`config.mk`:
```
export PLATFORM = sky130hd
export DESIGN_NAME = dvi_rx_tmds_dec
export DESIGN_NICKNAME = d
export VERILOG_FILES = /design/src/rtl/dvi_rx_tmds_dec.sv
export SDC_FILE = /design/constraint.sdc
export NUM_CORES = 1
export LEC_CHECK = 0
export CAP_MARGIN = 5
export CORE_ASPECT_RATIO = 1.75
export CORE_MARGIN = 3
export CORE_UTILIZATION = 52
export DETAILED_ROUTE_END_ITERATION = 8
export GPL_TIMING_DRIVEN = 0
export HOLD_SLACK_MARGIN = 0.02
export PLACE_DENSITY = 0.76
export SLEW_MARGIN = 15
export SYNTH_ARGS = -nofsm -noshare
export SYNTH_HDL_FRONTEND = slang
export SYNTH_SLANG_ARGS = --single-unit
```
`constraint.sdc`:
```
create_clock -name pixel_clock -period 2.2 [get_ports pixel_clock]
set_input_delay 0.33 -clock pixel_clock [delete_from_list [all_inputs] [get_ports pixel_clock]]
set_output_delay 0.33 -clock pixel_clock [all_outputs]
set_load 0.01 [all_outputs]
```
`src/rtl/dvi_rx_tmds_dec.sv`:
```
// dvi_rx_tmds_dec: per-lane TMDS word-boundary search (bitslip) and character decode.
// Stage 1 registers the raw word; token detect, decode and the lock FSM act on it; stage 2 registers outputs.
module dvi_rx_tmds_dec #(
    parameter int CTRL_RUN    = 16,
    parameter int SEARCH_WIN  = 2048,
    parameter int SLIP_SETTLE = 8
) (
    input  logic       pixel_clock,
    input  logic       reset,
    input  logic [9:0] tmds_word,
    output logic       bitslip,
    output logic       aligned,
    output logic       den,
    output logic [1:0] ctrl,
    output logic [7:0] data
);
    localparam int WW = $clog2(SEARCH_WIN) + 1;

    typedef enum logic [1:0] {SEARCH, SLIP_WAIT, LOCKED} state_t;

    state_t          state_q, state_d;
    logic [9:0]      word_q;
    logic [7:0]      run_q, run_d, settle_q, settle_d;
    logic [WW-1:0]   win_q, win_d;
    logic            bitslip_q, bitslip_d, den_q, den_d;
    logic [1:0]      ctrl_q, ctrl_d, tok_val;
    logic [7:0]      data_q, data_d, q, dec;
    logic            is_tok, hit, expiry, locked;

    always_comb begin
        is_tok  = 1'b1;
        tok_val = 2'b00;
        case (word_q)
            10'b1101010100: tok_val = 2'b00;
            10'b0010101011: tok_val = 2'b01;
            10'b0101010100: tok_val = 2'b10;
            10'b1010101011: tok_val = 2'b11;
            default:        is_tok  = 1'b0;
        endcase
    end

    assign q = word_q[9] ? ~word_q[7:0] : word_q[7:0];

    always_comb begin
        dec[0] = q[0];
        for (int i = 1; i < 8; i++)
            dec[i] = word_q[8] ? q[i] ^ q[i-1] : ~(q[i] ^ q[i-1]);
    end

    // A hit fires only on the cycle the run first reaches CTRL_RUN; a saturated run does not re-fire.
    assign hit    = is_tok && state_q != SLIP_WAIT && run_q == 8'(CTRL_RUN - 1);
    assign expiry = win_q == WW'(SEARCH_WIN - 1);
    assign locked = state_q == LOCKED;
    assign run_d  = (state_q == SLIP_WAIT || !is_tok) ? 8'd0 :
                    (run_q == 8'(CTRL_RUN) ? run_q : run_q + 8'd1);

    always_comb begin
        state_d   = state_q;
        win_d     = win_q + 1'b1;
        settle_d  = 8'd0;
        bitslip_d = 1'b0;
        case (state_q)
            SEARCH: begin
                if (hit) begin
                    state_d = LOCKED;
                    win_d   = '0;
                end else if (expiry) begin
                    state_d   = SLIP_WAIT;
                    bitslip_d = 1'b1;
                    win_d     = '0;
                end
            end
            SLIP_WAIT: begin
                win_d    = '0;
                settle_d = settle_q + 8'd1;
                if (settle_q == 8'(SLIP_SETTLE - 1)) begin
                    state_d  = SEARCH;
                    settle_d = 8'd0;
                end
            end
            LOCKED: begin
                if (hit || expiry) begin
                    win_d   = '0;
                    state_d = hit ? LOCKED : SEARCH;
                end
            end
            default: state_d = SEARCH;
        endcase
    end

    assign den_d  = locked && !is_tok;
    assign data_d = den_d ? dec : 8'h00;
    assign ctrl_d = !locked ? 2'b00 : (is_tok ? tok_val : ctrl_q);

    always_ff @(posedge pixel_clock or posedge reset) begin
        if (reset) begin
            state_q   <= SEARCH;
            word_q    <= '0;
            run_q     <= '0;
            settle_q  <= '0;
            win_q     <= '0;
            bitslip_q <= 1'b0;
            den_q     <= 1'b0;
            ctrl_q    <= 2'b00;
            data_q    <= 8'h00;
        end else begin
            state_q   <= state_d;
            word_q    <= tmds_word;
            run_q     <= run_d;
            settle_q  <= settle_d;
            win_q     <= win_d;
            bitslip_q <= bitslip_d;
            den_q     <= den_d;
            ctrl_q    <= ctrl_d;
            data_q    <= data_d;
        end
    end

    assign bitslip = bitslip_q;
    assign aligned = locked;
    assign den     = den_q;
    assign ctrl    = ctrl_q;
    assign data    = data_q;
endmodule
```
Word level (Yosys, flattened, before mapping)

Cells that the tools add are included.

$add $sub $neg: 3
Equal/unequal tests: 16
Mux-type cells: 30
Bitwise logic cells: 15
Reductions and logical operators: 9

Operators with widths:

| cell                                                   | count |
|---|---|
| 2-to-1 mux 8 bit                                       | 6 |
| 2-to-1 mux 12 bit                                      | 3 |
| case mux 12 bit (3 select lines)                       | 1 |
| equality test 10 bit (second input constant)           | 2 |
| adder 8 x 1 -> 8 bit (second input constant)           | 2 |
| 2-to-1 mux 2 bit                                       | 7 |
| adder 12 x 1 -> 12 bit (second input constant)         | 1 |
| equality test 12 x 11 -> 1 bit (second input constant) | 1 |
| case mux 2 bit (3 select lines)                        | 2 |
| 2-to-1 mux 1 bit                                       | 11 |
| equality test 10 x 8 -> 1 bit (second input constant)  | 1 |
| equality test 10 x 9 -> 1 bit (second input constant)  | 1 |
| equality test 8 x 3 -> 1 bit (second input constant)   | 1 |
| equality test 8 x 4 -> 1 bit (second input constant)   | 1 |
| equality test 8 x 5 -> 1 bit (second input constant)   | 1 |
| inverter 8 bit                                         | 1 |
| inverter 1 bit                                         | 7 |
| bitwise XOR 1 bit                                      | 7 |
| != test 2 x 1 -> 1 bit (second input constant)         | 3 |
| != test 2 bit (second input constant)                  | 2 |
| OR reduction 4 bit                                     | 1 |
| logical AND 1 bit                                      | 3 |
| != test 3 bit (second input constant)                  | 1 |
| AND reduction 3 bit                                    | 1 |
| other kinds (5)                                        | 6 |

Register bits: 52
Bits of input ports: 12
Output and inout port bits: 13
Logic and storage cells: 82

Depth between registers and ports, before layout

Gate-level depths: netlist of the first run.

Word-level depth: 8
Depth in mapped cells: 7
Depth with buffers taken out: 6

Worst setup path after synthesis of the first run

No wires, ideal clock.

Kind: register to register
From: reg run_q[0]
To: reg state_q[1]
Setup time: 0.075 ns
Arrival time: 1.590 ns
Required time: 2.125 ns
Path slack: 0.534 ns
Stages on the path, launching flop included: 7
Buffers on the path: 1
Clock period less this slack: 1.666 ns
Cell sequence: dfrtp_1 -> ha_1 -> and3_1 -> nand2_1 -> a2111oi_4 -> buf_6 -> o21bai_2

Word-level cells in the longest chain between the ends: 5
Elaborated cells between the ends (all ways): 10
Those cells by class: eq/ne: 3; mux: 4; reduce/logical: 3

Ends and longest elaborated chain:

| what                                                                   | line   | text |
|---|---|---|
| from (decl)                                                            | 23     | `logic [7:0] run_q, run_d, settle_q, settle_d;` |
| from (signal assigned)                                                 | 109    | `run_q <= run_d;` |
| equality test 8 x 4 -> 1 bit (*)                                       | 51     | `assign hit = is_tok && state_q != SLIP_WAIT && run_q == 8'(CTRL_RUN - 1);` |
| logical AND 1 bit (*)                                                  | 51     |  |
| 2-to-1 mux 2 bit or logical OR 1 bit (tied branches)                   | 84, 82 |  |
| 2-to-1 mux 2 bit or != test 2 x 1 -> 1 bit (tied branches)             | n/a    |  |
| case mux 2 bit (3 select lines) or AND reduction 3 bit (tied branches) | n/a    |  |
| to (signal assigned)                                                   | 107    | `state_q <= state_d;` |
| to (decl)                                                              | 21     | `state_t state_q, state_d;` |

Mark *: on every way between the ends. The rest lies on a longest branch, timed or not. The select of a mux whose other input is x is not followed.
A chain may end at the register's enable or synchronous reset.

Worst setup path after layout of the first run

From: reg state_q[0]
To: out aligned

Word-level cells in the longest chain between the ends: 1

Ends and longest elaborated chain:

| what                | line | text |
|---|---|---|
| equality test 2 bit | 53   | `assign locked = state_q == LOCKED;` |
| to (decl)           | 12   | `output logic aligned,` |

Every way passes these cells.

==> results.md, run 1 <==
- DP Wirelength: 2990 µm
- Fin cells: 292
- Crit path arrival time: 1.64 ns
- Power, Total: 1600 µW
- Syn_nets: 232
- Root Driver: clkbuf_8
- Share of layout cells above drive strength 1: 0.0871
- DRT Wirelength: 3940 µm
- Die Y: 95.8 µm
- Main synth FF type: dfrtp_1
- Crit path required time: 1.87 ns
- Yosys warns: 0
- Pre-antenna DRT Iters: 4
- # hold bufs at CTS: 0
- PwrDens: 569 nW/µm²
- Clock Pin Slew Worst Setup and Hold Paths: 0.10 ns
- Synth top area share: 0.543
- Post-CTS Setup Repair Bufs: 0
- Final hold violation count: 0
- Most frequent cell after synthesis: dfrtp_1
- DR WL met3: 100 µm
- Outcome: completed
- CTS tree: yes
- Lkg Pwr: 0.00127 µW
- Routed met1 length: 1550 µm
- Crit Path Max Fanout: 6
- Dpl cells: 284
- Setup Viol. Count Final: 0
- Die X: 57.3 µm
- Post-placement setup slack: 0.249 ns
- Synth unique cells: 36
- Max Clock Skew: 0.00958 ns
- Post-synth EDFFs: 0
- DR WL met2: 2190 µm
- Min Clock Period, post-route: 1.97 ns
- Tcrit/Tclk final: 0.894
- Largest net degree at the start of global routing: 36
- Cells after Synth: 208
- Later-pin clock latency in the skew report: 0.30 ns
- Unrepaired setup endpoints after global routing: no
- Core Box Area: 4440 µm²
- Area growth syn-to-layout: 17.4%
- Synth Register Bits: 52
- Diodes inserted: 0
- # fillers: 364
- Hold WC Path Type: input pin to async pin
- Max Clk Rate: 509 MHz
- Startpoint Class: flop
- Asr flop ratio synth: 1.00
- Max Used Layer: met4
- Worst-Margin Slew: 0.514 ns
- Die area: 5500 µm²
- Clk sinks: 52
- ANT nets after route: 0
- WS Path Type: flop to primary output
- I/O pin count: 25
- Core Util, Final: 0.633
- Initial Util: 0.540
- H-tree depth: 2
- Sequential area share after synthesis: 0.543
- Mean Syn Cell Area: 11.5 µm²
- Post-Syn Area: 2400 µm²
- Nets: 264
- Maximum buffer depth of the clock tree: 2
- Rows: 32
- Drt via density: 5.28
- I/O Buffers: 24
- Number of global-route vias before repair: 1500
- Worst setup margin: 0.234 ns
- IR drop worst, VDD: 428 µV
- Synth top area cells: dfrtp_1 54%, xor2_1 6.6%, ha_1 6.3%
- Total congestion overflow: 0
- Vias: 1542
- Worst setup EP type: primary output
- Relative slew slack: 0.657
- Slew Viols, Final: 0
- First-pass GRT wire length: 6570 µm
- Fin Hold WS: 0.318 ns
- Synth area leader: dfrtp_1
- DR iter-0 viols: 39
- Post-cts resize count: 0
- Avg WL per Cell: 13.5 µm
- Routability cong.: 0.803
- All-Layer GR Usage: 0.155
- Initial antenna violation count: 0
- Cts bufs inserted: 5
- Post-synth top cells: 52 x dfrtp_1, 24 x nor2_1, 18 x xor2_1, 15 x xnor2_1
- MaxCap Viol Count: 0
- DRC violations left: 0
## cells by family after synthesis
| group | count (synthesis) | share of synthesized area |
|---|---|---|
| AOI/OAI and AO/OA | 11 | 0.0454 |
| xor gates and xnor gates | 33 | 0.121 |
| adders and majority gates | 12 | 0.0626 |
| buffers and inverters | 16 | 0.0318 |
| DFF | 52 | 0.543 |
| muxes | 1 | 0.00417 |
| and+or+nand+nor | 83 | 0.193 |
## state kept, by name, indices dropped and copies added (netlist names)
name and count:
word_q 10, win_q 12, ctrl 2, den 1, bitslip 1, settle_q 8, data 8, state_q 2
run_q 8
## path summary, 6_finish.rpt
check	start	to	slack [ns]	cells after the start
max	state_q[0]	aligned	0.23	3
min	reset	win_q[7]	0.32	2
max reg2reg	run_q[0]	state_q[1]	0.26	6
min reg2reg	settle_q[0]	settle_q[0]	0.47	1
max in group asynchronous	reset	word_q[2]	1.38	3
min in group pixel_clock	tmds_word[9]	word_q[9]	0.46	1
## cells in the final DEF (no fill, tap or decap), types with 2 or more instances in the layout
cell             instances
nand2_1                  8
and3_1                   5
dfrtp_1                 52
ha_1                    12
nand4_1                  5
nand2b_1                 2
clkdlybuf4s50_1         24
nor2_1                  24
clkinvlp_4               2
buf_6                    2
or4_1                    2
and2_1                   2
inv_1                   12
xor2_1                  18
and4_1                   3
clkbuf_8                 5
nor3_1                  13
xnor2_1                 15
a211oi_1                 2
nand3_1                 11
## layer usage
layer  global-route usage  up-vias
met3               0.0282        8
li1                     -      765
met1                0.157      746
met4               0.0754        0
met2                0.296       23
met5                    0        -
## worst max-delay path, stage by stage (launching register included)
cell,delay [ns]
dfrtp_1,0.47
nand2b_1,0.23
inv_1,0.10
clkdlybuf4s50_1,0.53
## metrics by stage
stage          cell area [µm²]  setup TNS, ns
4_1_cts                   2820              0
3_3_place_gp              2700         -15.90
2_1_floorplan             2400              0
5_1_grt                   2820              0
6_report                  2820              0
3_5_place_dp              2720              0
## where the power goes
group | internal (µW) | switching (µW)
registers | 964 | 8.75
clock network | 225 | 311
logic | 48.7 | 44.8
total | 1240 | 364
## cell type report
type / count / area, µm² / share of cell area
Clock inverter: 3 / 23.8 / 0.00844
Sequential cell: 52 / 1300 / 0.462
Inverter: 13 / 48.8 / 0.0173
Buffer: 3 / 27.5 / 0.00978
Timing Repair Buffer: 25 / 260 / 0.0924
Tap cell: 51 / 63.8 / 0.0227
Multi-Input combinational cell: 140 / 1020 / 0.363
Clock buffer: 5 / 68.8 / 0.0244
(Power assumes the default switching activity.)
==> run 2, diff against run 1 <==
ABC_AREA = 1   (was not set)
==> run 2 against run 1 <==
Combinational power fell by 5.6%. Cell count rose by 16%. Critical path depth fell by 1. Clock power rose by 3%. Area after synthesis rose by 0.31%. Fmax rose by 5.5%. Setup slack improved by 0.10 ns. Via count rose by 12%. Global-route usage rose by 1.6 points.
==> results.md, run 2 <==
- Post-CTS Setup Repair Bufs: 0 (unchanged)
- Maximum buffer depth of the clock tree: 2 (unchanged)
- Final hold violation count: 0 (unchanged)
- Clk sinks: 52 (unchanged)
- Max Clock Skew: 0.00888 ns (was 0.00958 ns)
- Root Driver: clkbuf_8 (unchanged)
- First-pass GRT wire length: 7370 µm (was 6570 µm)
- ANT nets after route: 0 (unchanged)
- Most frequent cell after synthesis: dfrtp_1 (unchanged)
- Worst setup EP type: primary output (unchanged)
- All-Layer GR Usage: 0.172 (was 0.155)
- Area growth syn-to-layout: 17.4% (about the same)
- DRT Wirelength: 4020 µm (was 3940 µm)
- Nets: 311 (was 264)
- Crit path arrival time: 1.53 ns (was 1.64 ns)
- Unrepaired setup endpoints after global routing: no (unchanged)
- Diodes inserted: 0 (unchanged)
- Die X: 57.4 µm (was 57.3 µm)
- Post-cts resize count: 0 (unchanged)
- FF-to-FF setup slack: 0.63 ns (was 0.26 ns)
- Synth unique cells: 22 (was 36)
- Synth area leader: dfrtp_1 (unchanged)
- Max Clk Rate: 536 MHz (was 509 MHz)
- R2R depth: 12 (was 6)
- Die area: 5510 µm² (was 5500 µm²)
- Number of global-route vias before repair: 1840 (was 1500)
- Reg2Reg Capture Point: win_q[3] (was state_q[1])
- Die Y: 96.0 µm (was 95.8 µm)
- Power, Total: 1610 µW (was 1600 µW)
- Cells after Synth: 255 (was 208)
- DRC violations left: 0 (unchanged)
- Hold WC Path Type: input pin to async pin (unchanged)
- Most common cell after layout, fill and taps aside: dfrtp_1 (unchanged)
- Crit path required time: 1.87 ns (about the same)
- I/O pin count: 25 (unchanged)
- DP Wirelength: 3000 µm (was 2990 µm)
- Total congestion overflow: 0 (unchanged)
- Mean Syn Cell Area: 9.44 µm² (was 11.5 µm²)
- Routability cong.: 0.820 (was 0.803)
- Commonest non-fill, non-tap cells in the layout: 52 x dfrtp_1, 48 x nor2_1, 32 x inv_1, 32 x nand2_1, 24 x clkdlybuf4s50_1 (was 52 x dfrtp_1, 24 x nor2_1, 24 x clkdlybuf4s50_1)
- Synth Register Bits: 52 (unchanged)
- Post-placement setup slack: 0.625 ns (was 0.249 ns)
- I/O Buffers: 24 (unchanged)
- Register bank with the most flops: win_q (unchanged)
- MaxCap Viol Count: 0 (unchanged)
- Post-synth EDFFs: 0 (unchanged)
- Post-synth top cells: 52 x dfrtp_1, 48 x nor2_1, 33 x inv_1, 32 x nand2_1 (was 52 x dfrtp_1, 24 x nor2_1, 18 x xor2_1, 15 x xnor2_1)
- Setup Viol. Count Final: 0 (unchanged)
- Crit Path Max Fanout: 5 (was 6)
- Syn_nets: 279 (was 232)
- Share of layout cells above drive strength 1: 0.0660 (was 0.0871)
- Tcrit/Tclk final: 0.847 (was 0.894)
- Relative slew slack: 0.747 (was 0.657)
- Outcome: completed (unchanged)
- WS Path Type: flop to primary output (unchanged)
- Initial Util: 0.541 (was 0.540)
- # fillers: 368 (was 364)
- Main synth FF type: dfrtp_1 (unchanged)
- Max reg flops: 12 (unchanged)
- Largest registers: win_q x12, word_q x10 (unchanged)
- Cts bufs inserted: 5 (unchanged)
- Synth top area share: 0.541 (was 0.543)
- Pre-antenna DRT Iters: 4 (unchanged)
- Yosys warns: 0 (unchanged)
- Startpoint Class: flop (unchanged)
- Sequential area share after synthesis: 0.541 (was 0.543)
- # hold bufs at CTS: 0 (unchanged)
- Later-pin clock latency in the skew report: 0.30 ns (about the same)
- Avg WL per Cell: 11.8 µm (was 13.5 µm)
- Synth top area cells: dfrtp_1 54%, nor2_1 7.5%, ha_1 6.2% (was dfrtp_1 54%, xor2_1 6.6%, ha_1 6.3%)
- Min Clock Period, post-route: 1.86 ns (was 1.97 ns)
- Lkg Pwr: 0.00135 µW (was 0.00127 µW)
- Drt via density: 5.11 (was 5.28)
- DR iter-0 viols: 57 (was 39)
- Initial antenna violation count: 0 (unchanged)
- Rows: 32 (unchanged)
- IR drop worst, VDD: 454 µV (was 428 µV)
- Core Box Area: 4440 µm² (unchanged)
- RR Startpoint: word_q[4] (was run_q[0])
- Worst-Margin Slew: 0.379 ns (was 0.514 ns)
- Asr flop ratio synth: 1.00 (unchanged)
- Fin Hold WS: 0.318 ns (about the same)
- CTS tree: yes (unchanged)
- H-tree depth: 2 (unchanged)
- Post-Syn Area: 2410 µm² (was 2400 µm²)
- Vias: 1732 (was 1542)
- Largest net degree at the start of global routing: 37 (was 36)
- Clock Pin Slew Worst Setup and Hold Paths: 0.09 ns (was 0.10 ns)
- Slew Viols, Final: 0 (unchanged)
- Worst setup margin: 0.336 ns (was 0.234 ns)
- PwrDens: 570 nW/µm² (was 569 nW/µm²)
-- run 2: final cells by class --
class | instances | area [µm²] | area share
Inverter | 33 | 124 | 0.0439
Tap cell | 51 | 63.8 | 0.0226
Timing Repair Buffer | 25 | 260 | 0.0922
Multi-Input combinational cell | 167 | 951 | 0.337
Sequential cell | 52 | 1300 | 0.461
Buffer | 3 | 30.0 | 0.0106
Clock buffer | 7 | 86.3 | 0.0306
Clock inverter | 1 | 7.51 | 0.00266
-- run 2: how the worst max path moves through the flow --
stage | start | slack (ns) | endpoint
floorplan | reset | 0.61 | bitslip
global placement | reset | -0.30 | win_q[2]
detailed placement | word_q[2] | 0.63 | win_q[3]
CTS | state_q[0] | 0.32 | aligned
global route | state_q[0] | 0.25 | aligned
finish | state_q[0] | 0.34 | aligned
-- run 2: per-stage QoR --
stage | std cells | util | instance area (µm²) | TNS (ns)
detailed placement | 331 | 0.614 | 2730 | 0
finish | 339 | 0.635 | 2820 | 0
global placement | 330 | 0.610 | 2710 | -15.27
CTS | 339 | 0.635 | 2820 | 0
floorplan | 255 | - | 2410 | 0
global route | 339 | 0.635 | 2820 | 0
-- run 2: cell families after synthesis --
| logic type | share of synthesized area |
|---|---|
| fa+ha+maj | 0.0624 |
| flops | 0.541 |
| xor+xnor | 0.0764 |
| compound gates | 0.0317 |
| simple gates | 0.225 |
| buf+inv | 0.0640 |
-- run 2: metal layers --
metal	global-route usage	routed length (µm)	vias up
met5	0	0	-
met2	0.325	2280	35
met3	0.0322	148	6
li1	-	-	869
met4	0.0909	68	0
met1	0.172	1520	822
-- run 2: critical path, cell delays in order (launching register included) --
cell and delay (ns):
dfrtp_1 0.43, nor2_1 0.22, clkdlybuf4s50_1 0.59
-- run 2: report_power, final --
group          internal, µW  total, µW  switching (µW)
Combinational          44.8       88.3            43.5
Sequential              964        972            7.78
Clock                   256        550             294
Total                  1270       1610             346
